===== src/rtl/dp_ram_pkg.sv =====
// Shared types and helpers for the dp_ram buffer.
package dp_ram_pkg;

    typedef enum logic {
        INIT,
        READY
    } state_e;

    localparam int unsigned RDW_OLD = 0;
    localparam int unsigned RDW_NEW = 1;

    // Widest word the byte-merge helper handles; callers extend/truncate.
    localparam int unsigned MERGE_DW = 256;
    localparam int unsigned MERGE_BW = MERGE_DW / 8;

    // Replace the bytes of old_word selected by be with those of new_word.
    function automatic logic [MERGE_DW-1:0] byte_merge(
        input logic [MERGE_DW-1:0] old_word,
        input logic [MERGE_DW-1:0] new_word,
        input logic [MERGE_BW-1:0] be
    );
        logic [MERGE_DW-1:0] merged;
        merged = old_word;
        for (int unsigned i = 0; i < MERGE_BW; i++) begin
            if (be[i]) begin
                merged[i*8 +: 8] = new_word[i*8 +: 8];
            end
        end
        return merged;
    endfunction

endpackage


===== src/rtl/dp_ram_init_seq.sv =====
// Post-reset fill sequencer; owns the write port until every word holds INIT_VAL.
module dp_ram_init_seq
    import dp_ram_pkg::*;
#(
    parameter int unsigned   DW       = 8,
    parameter int unsigned   AW       = 6,
    parameter logic [DW-1:0] INIT_VAL = '0
) (
    input  logic            i_clk,
    input  logic            i_rst_n,
    input  logic            i_wr_en,
    input  logic [AW-1:0]   i_wr_addr,
    input  logic [DW-1:0]   i_wr_data,
    input  logic [DW/8-1:0] i_wr_be,
    input  logic            i_rd_en,
    output logic            o_init_busy,
    output logic            o_mem_we,
    output logic [AW-1:0]   o_mem_addr,
    output logic [DW-1:0]   o_mem_wdata,
    output logic [DW/8-1:0] o_mem_be,
    output logic            o_rd_accept
);

    state_e        r_state;
    state_e        w_state_nxt;
    logic [AW-1:0] r_cnt;
    logic [AW-1:0] w_cnt_nxt;

    // State and fill-address registers.
    always_ff @(posedge i_clk or negedge i_rst_n) begin
        if (!i_rst_n) begin
            r_state <= INIT;
            r_cnt   <= '0;
        end else begin
            r_state <= w_state_nxt;
            r_cnt   <= w_cnt_nxt;
        end
    end

    // Next state and array write-port mux: fill during INIT, user port in READY.
    always_comb begin
        w_state_nxt = r_state;
        w_cnt_nxt   = r_cnt;
        o_mem_we    = 1'b0;
        o_mem_addr  = i_wr_addr;
        o_mem_wdata = i_wr_data;
        o_mem_be    = i_wr_be;
        o_rd_accept = 1'b0;
        case (r_state)
            INIT: begin
                o_mem_we    = 1'b1;
                o_mem_addr  = r_cnt;
                o_mem_wdata = INIT_VAL;
                o_mem_be    = '1;
                w_cnt_nxt   = r_cnt + AW'(1);
                if (r_cnt == '1) begin
                    w_state_nxt = READY;
                end
            end
            READY: begin
                o_mem_we    = i_wr_en;
                o_rd_accept = i_rd_en;
            end
            default: begin
                w_state_nxt = INIT;
            end
        endcase
    end

    assign o_init_busy = (r_state == INIT);

endmodule


===== src/rtl/dp_ram.sv =====
// Simple dual-port RAM with byte enables, RDW policy, optional output register
// and a post-reset fill sequencer.
module dp_ram
    import dp_ram_pkg::*;
#(
    parameter int unsigned   DW       = 8,
    parameter int unsigned   AW       = 6,
    parameter int unsigned   RDW_MODE = 0,
    parameter int unsigned   OUT_REG  = 0,
    parameter logic [DW-1:0] INIT_VAL = '0
) (
    input  logic            clk,
    input  logic            rst_n,
    output logic            init_busy,
    input  logic            wr_en,
    input  logic [AW-1:0]   wr_addr,
    input  logic [DW-1:0]   wr_data,
    input  logic [DW/8-1:0] wr_be,
    input  logic            rd_en,
    input  logic [AW-1:0]   rd_addr,
    output logic [DW-1:0]   rd_data,
    output logic            rd_valid
);

    localparam int unsigned DEPTH = 2 ** AW;
    localparam int unsigned BW    = DW / 8;

    logic [DW-1:0] r_mem [DEPTH];

    logic          w_we;
    logic [AW-1:0] w_waddr;
    logic [DW-1:0] w_wdata;
    logic [BW-1:0] w_wbe;
    logic          w_rd_acc;
    logic [DW-1:0] w_rd_word;
    logic          r_rd_v1;
    logic [DW-1:0] r_rd_d1;

    dp_ram_init_seq #(
        .DW       (DW),
        .AW       (AW),
        .INIT_VAL (INIT_VAL)
    ) u_init_seq (
        .i_clk       (clk),
        .i_rst_n     (rst_n),
        .i_wr_en     (wr_en),
        .i_wr_addr   (wr_addr),
        .i_wr_data   (wr_data),
        .i_wr_be     (wr_be),
        .i_rd_en     (rd_en),
        .o_init_busy (init_busy),
        .o_mem_we    (w_we),
        .o_mem_addr  (w_waddr),
        .o_mem_wdata (w_wdata),
        .o_mem_be    (w_wbe),
        .o_rd_accept (w_rd_acc)
    );

    // Byte-masked array write; contents are deliberately not reset.
    always_ff @(posedge clk) begin
        if (w_we) begin
            for (int unsigned i = 0; i < BW; i++) begin
                if (w_wbe[i]) begin
                    r_mem[w_waddr][i*8 +: 8] <= w_wdata[i*8 +: 8];
                end
            end
        end
    end

    // Read word selection; in new-data mode a same-address write is merged in.
    always_comb begin
        w_rd_word = r_mem[rd_addr];
        if ((RDW_MODE == RDW_NEW) && w_we && (w_waddr == rd_addr)) begin
            w_rd_word = DW'(byte_merge(MERGE_DW'(r_mem[rd_addr]),
                                       MERGE_DW'(w_wdata),
                                       MERGE_BW'(w_wbe)));
        end
    end

    // First read stage; data only moves on an accepted read so it holds otherwise.
    always_ff @(posedge clk or negedge rst_n) begin
        if (!rst_n) begin
            r_rd_v1 <= 1'b0;
            r_rd_d1 <= '0;
        end else begin
            r_rd_v1 <= w_rd_acc;
            if (w_rd_acc) begin
                r_rd_d1 <= w_rd_word;
            end
        end
    end

    generate
        if (OUT_REG != 0) begin : g_out_reg
            logic          r_rd_v2;
            logic [DW-1:0] r_rd_d2;

            // Second read stage, loaded only when stage one carries new data.
            always_ff @(posedge clk or negedge rst_n) begin
                if (!rst_n) begin
                    r_rd_v2 <= 1'b0;
                    r_rd_d2 <= '0;
                end else begin
                    r_rd_v2 <= r_rd_v1;
                    if (r_rd_v1) begin
                        r_rd_d2 <= r_rd_d1;
                    end
                end
            end

            assign rd_valid = r_rd_v2;
            assign rd_data  = r_rd_d2;
        end else begin : g_no_out_reg
            assign rd_valid = r_rd_v1;
            assign rd_data  = r_rd_d1;
        end
    endgenerate

endmodule


===== config.mk =====
export PLATFORM = sky130hd
export DESIGN_NAME = dp_ram
export DESIGN_NICKNAME = d
export VERILOG_FILES = /design/src/rtl/dp_ram_pkg.sv /design/src/rtl/dp_ram_init_seq.sv /design/src/rtl/dp_ram.sv
export SDC_FILE = /design/constraint.sdc
export NUM_CORES = 1
export LEC_CHECK = 0
export CORE_ASPECT_RATIO = 1.5
export CORE_MARGIN = 2
export CORE_UTILIZATION = 50
export DETAILED_ROUTE_END_ITERATION = 10
export GPL_ROUTABILITY_DRIVEN = 0
export PLACE_DENSITY = 0.69
export SLEW_MARGIN = 40
export SYNTH_ARGS = -nofsm -noshare
export SYNTH_HDL_FRONTEND = slang
export SYNTH_SLANG_ARGS = --single-unit

===== constraint.sdc =====
create_clock -name clk -period 2.1 [get_ports clk]
set_input_delay 0.21 -clock clk [delete_from_list [all_inputs] [get_ports clk]]
set_output_delay 0.21 -clock clk [all_outputs]
set_load 0.02 [all_outputs]

Word level (Yosys, flattened, before mapping)
Memories as Yosys holds them, arrays and structs flattened. A register that Yosys moved wholly into a read port is not among the register bits.
Cells that the tools add are included.
W data, S select, Z words.

cells by class
  add/subtract/negate cells = 1
  eq/ne operators = 1
  multiplexer cells = 10
  bitwise logic cells = 1
  reduce and logical (&&, ||, !) cells = 1

operator list
  kind                   number
  $mux W8                1
  $mux W1                7
  $add A6 B1 Y6 const B  1
  $eq A6 B6 Y1 const B   1
  $mux W6                1
  $pmux W1 S2            1
  $logic_not A1 Y1       1
  $not A1 Y1             1

storage, ports and cells
  register bits = 8
  bits in writable memories = 512
  input bits = 25
  output and inout bits = 10
  logic and storage cells = 18
  memories = 1

memory list
  memory  depth  bits a word  rd ports  clocked after memory_dff  wr ports  line          source
  r_mem   64     8            1         1                         1         dp_ram.sv:28  logic [DW-1:0] r_mem [DEPTH];

Longest topological paths before layout
  depth in word-level cells = 4
  gate-level depth with buffers = 8
  mapped depth without buffers = 5

By module
Synthesis repeated with hierarchy kept, for this count alone.

second synthesis, totals
  cells, all modules = 983
  area, all modules = 20,693.6 um2

modules (own cells, without submodules)
  module           times used  cells each  area an instance (um2)  seq. area each (um2)
  dp_ram           1           942         20,254.4                15,600.0
  dp_ram_init_seq  1           41          439.2                   175.2

Worst setup path before layout
No wires, ideal clock.

  path kind = register to register
  start point = register u_init_seq.r_state
  end point = memory r_mem[0][0], data pin
  setup time = 367 ps
  arrival time = 1,776 ps
  data required time = 1,733 ps
  setup slack = -43 ps
  cell stages (with the launch flop) = 5
  path buffers = 3
  clock period less this slack = 2,143 ps
  path through = dfrtp_1 -> buf_2 -> buf_2 -> clkbuf_1 -> and2_1

on the way
  word-level cells in the longest chain between the ends = 1

ends and longest elaborated chain
  element                        line                   source
  start, declared                dp_ram_init_seq.sv:24  state_e r_state;
  start signal, assigned         dp_ram_init_seq.sv:35  r_state <= w_state_nxt;
  $mux W8                        dp_ram_init_seq.sv:49  case (r_state)
  net u_init_seq.o_mem_wdata[0]  dp_ram_init_seq.sv:19  output logic [DW-1:0] o_mem_wdata,
  end, declared                  dp_ram.sv:28

The timed path passes the listed nets, and every way through them passes these cells.

Worst setup path after layout
  start point = register u_init_seq.r_state
  end point = memory r_mem[5][2], enable pin

on the way
  word-level cells in the longest chain between the ends = 4
  elaborated cells on any way between the ends = 7
  classes of those cells = mux: 6; bitwise: 1

ends and longest elaborated chain
  element                                 line                                 source
  $not A1 Y1 or $mux W1 (tied branches)   dp_ram_init_seq.sv:49
  $pmux W1 S2 or $mux W1 (tied branches)  dp_ram_init_seq.sv:49, dp_ram.sv:63
  $mux W1                                 dp_ram.sv:61                         if (w_we) begin
  $mux W1 (implied by the code)           dp_ram.sv:64                         r_mem[w_waddr][i*8 +: 8] <= w_wdata[i*8 +: 8];

Several ways; a longest one is shown, not always the timed one.

==> flow_results.org <==
** Status
- The run finished with clean final reports.

** Global routing
- The number of global-route vias before repair was 11.01k.
- Maximum number of pins on one net before global-route repair :: 65
- Global routing finished with a remaining overflow of 0.
- First-pass GRT wire length :: around 70,000 microns
- Global-route usage over all layers :: 22.21%
- Number of antenna violations at the first check in global routing :: 1

** Die
- In this run the horizontal extent of the chip is 170.3 microns.
- Die footprint :: 0.04316 sq mm
- Vert. Die Dim :: 253.4 microns
- Count of standard-cell rows :: slightly above 90
- For this configuration, the core starts out at a cell density of 50.60%.
- Pin placement for this block handled 35 I/O pins.
- Placeable Area :: 0.04099 sq mm

** Power
- Leakage power :: between 6 and 7 nW
- VDD sags by at most about 0.00066 V.
- The design draws ~20 mW.
- PwrDens :: ~830 mW/mm^2

** STA
- Max Transition Viols Final :: 0
- Static timing analysis puts the maximum clock frequency at 476.9 MHz.
- After layout, the minimum clock period comes to 2097 ps.
- The hold violation total from the final report is 0.
- Headroom to the max-slew limit :: 49.31%
- Final worst-path cycle share :: 99.84%
- Final setup violating endpoints :: 0
- Setup repair after global routing could not meet its margin everywhere.
- Clock tree skew after final layout :: 24.08 ps
- Worst slew pin tran :: 760.4 ps

** Clock tree
- Clock tree from TritonCTS :: built
- H-tree levels :: 2
- Clock tree synthesis inserted a total of 46 buffers.
- The clock drives 528 sinks.
- No sink is reached through more buffers than the 3 on the longest clock path.
- Clock edge transition at the registers on the reported setup and hold paths :: 70 ps
- Skew-Pair Late Insertion Delay :: ~560 ps
- The number of setup buffers added after CTS is 0.
- Clock tree synthesis selected as its root buffer the cell sky130_fd_sc_hd__clkbuf_16.

** Setup path
- The critical path is of the reg -> reg type.
- In this run the worst path has a maximum fanout of 19.
- The worst setup path is captured at a flip-flop.
- Worst EP required :: 2370 ps
- Arrival time at the worst endpoint :: 2360 ps
- The worst setup path is launched from a flip-flop.

** Finish
- Total non-filler cell area in the finished layout :: 0.02414 sq mm
- Registers take 0.01578 sq mm.
- Area growth from synthesis to layout :: 16.39%
- The net count of the finished layout is 1,250.
- Cells with a size suffix above 1 make up 29.07% of the layout.
- In the final layout, the multi-input gates occupy approximately 0.0047 sq mm.
- The layout has 2,982 filler cells.
- Commonest non-fill, non-tap cell in the layout :: sky130_fd_sc_hd__edfxtp_1
- Leaving out fill and tap cells, the most frequent cells in the layout are sky130_fd_sc_hd__edfxtp_1 (512), sky130_fd_sc_hd__buf_4 (130), sky130_fd_sc_hd__mux4_2 (96).

** Yosys
- Synth area leaders :: sky130_fd_sc_hd__edfxtp_1 (74%), sky130_fd_sc_hd__mux4_2 (10%), sky130_fd_sc_hd__mux2i_1 (2.0%)
- Number of instances in the synthesized netlist :: 1,054
- Counting flops with a built-in enable in the synthesized netlist gives 512.
- Yosys warns :: 0
- Cell type contributing the most total cell area after synthesis :: sky130_fd_sc_hd__edfxtp_1
- The synthesized netlist occupies a cell area of 0.02074 sq mm.
- Post-synthesis register bit count :: around 530
- Share of synthesized registers carrying an async set or reset :: 3.030%
- Synth cell types :: between 40 and 50
- After synthesis, the largest area contributor takes up between 70% and 80% of total cell area.
- The average instance in the mapped netlist occupies 19.68 sq um.
- The most used flip-flop cell after synthesis is sky130_fd_sc_hd__edfxtp_1.
- Sequential share of the synthesized area :: 76.06%
- The number of nets handed over by synthesis was around 1.1k.

** Routing
- DRC violations left :: 0
- Total via count in the routed design :: 10.50k
- Iter 0 DRT Violations :: 844
- Using the TritonRoute via totals, the vias-per-cell ratio works out to 5.929.
- The final layout contains routed wiring with a total length of between 40,000 and 50,000 microns.
- Drt wl/cell :: between 20 and 30 microns
- First-pass iteration count of the detailed router :: 5
- Antenna Violating Nets Remaining :: 0

** Job
- Max-cap violations in this run came to 0.

** Placement
- The placed instances occupy a cell area of 0.02263 sq mm.
- Detailed placement finished with a half-perimeter wire length of 30,480 microns.
- During placement, the flow inserted port buffers numbering 34.

** Worst hold path
- Hold/Removal Path Class :: in -> async
[flip-flops by register name, summed over array words and instances, names as in the netlist]
signal and count:
u_init_seq.r_cnt 6, u_init_seq.r_state 1, r_mem 512, rd_valid 1, rd_data 8
[Yosys cell counts, drive strengths merged (13+ instances only)]
| cell type | number |
|---|---|
| a22oi | 16 |
| nor3 | 17 |
| dfrtp | 16 |
| mux2i | 41 |
| nand2 | 47 |
| mux2 | 34 |
| o22ai | 32 |
| nand3 | 13 |
| nor2 | 69 |
| buf | 44 |
| edfxtp | 512 |
| a211oi | 16 |
| mux4 | 96 |
[critical path, cell delays in order, from the launching register on]
cell	delay [ps]
sky130_fd_sc_hd__dfrtp_2	460
sky130_fd_sc_hd__buf_12	180
sky130_fd_sc_hd__o32ai_1	440
sky130_fd_sc_hd__nand2_2	300
sky130_fd_sc_hd__nor2_1	210
sky130_fd_sc_hd__buf_4	200
[metrics by stage]
stage | utilization, % | TNS [ps] | setup WS [ps] | hold slack, ps | std cells
floorplan | - | -183.7 | -2.337 | -85.59 | 1054
global placement | 55.21 | -8272 | -424.1 | 485.3 | 1686
detailed placement | 55.21 | -9451 | -398.8 | 490.1 | 1686
CTS | 58.81 | 0 | 43.73 | 134.5 | 1769
global route | 58.89 | -1693 | -43.15 | 148.0 | 1770
finish | 58.89 | 0 | 3.293 | 113.7 | 1771
[metal layers]
layer / share of wire (%) / up-vias / global-route usage, %
li1: - / 4635 / -
met5: 0 / - / 0
met1: 37 / 5396 / 26.94
met3: 5.5 / 95 / 3.611
met4: 5.0 / 0 / 10.82
met2: 52 / 374 / 38.68
[final cells by class]
type	instances	share of cell area [%]
Tap cell	511	2.648
Inverter	4	0.07774
Clock inverter	25	0.9640
Sequential cell	528	65.35
Clock buffer	58	5.084
Antenna cell	1	0.01037
Timing Repair Buffer	178	6.536
Multi-Input combinational cell	466	19.33
[report_power, final]
part           internal, mW  switching (mW)  leakage, nW  total, mW
Combinational         0.240           0.294         2.17      0.534
Sequential             11.4               0         3.77       11.4
Clock                  4.64            3.60        0.712       8.24
[kinds of logic (layout without fill, tap and decap cells)]
group,Yosys count,count (layout),synth area share [%]
AO/OA/AOI/OAI,104,104,3.632
XOR/XNOR,5,5,0.2111
adder cells (fa/ha/maj),1,1,0.06031
buffers and inverters,60,265,1.683
flip-flops,528,528,76.06
multiplexers,171,171,14.25
other,0,1,0
AND/OR/NAND/NOR,185,185,4.108
[worst paths after layout]
check / from / endpoint / slack [ps] / cells past startpoint
worst max-delay path: u_init_seq.r_state / r_mem[5][2] / 3 / 5
worst min-delay path: rst_n / rd_valid / 110 / 2
worst max register to register: u_init_seq.r_state / r_mem[5][2] / 3 / 5
worst min register to register: u_init_seq.r_cnt[2] / u_init_seq.r_cnt[2] / 490 / 1
max in group asynchronous: rst_n / u_init_seq.r_state / 1670 / 2
min in group clk: u_init_seq.r_cnt[2] / u_init_seq.r_cnt[2] / 490 / 1
[repair_timing]
item	4_1_cts	5_1_grt
cloned	0	0
hold buffers	0	1
endpoints found under the setup margin	94	426
resized for setup	6	6
endpoints found under the hold margin	0	16
(Power assumes the default switching activity.)
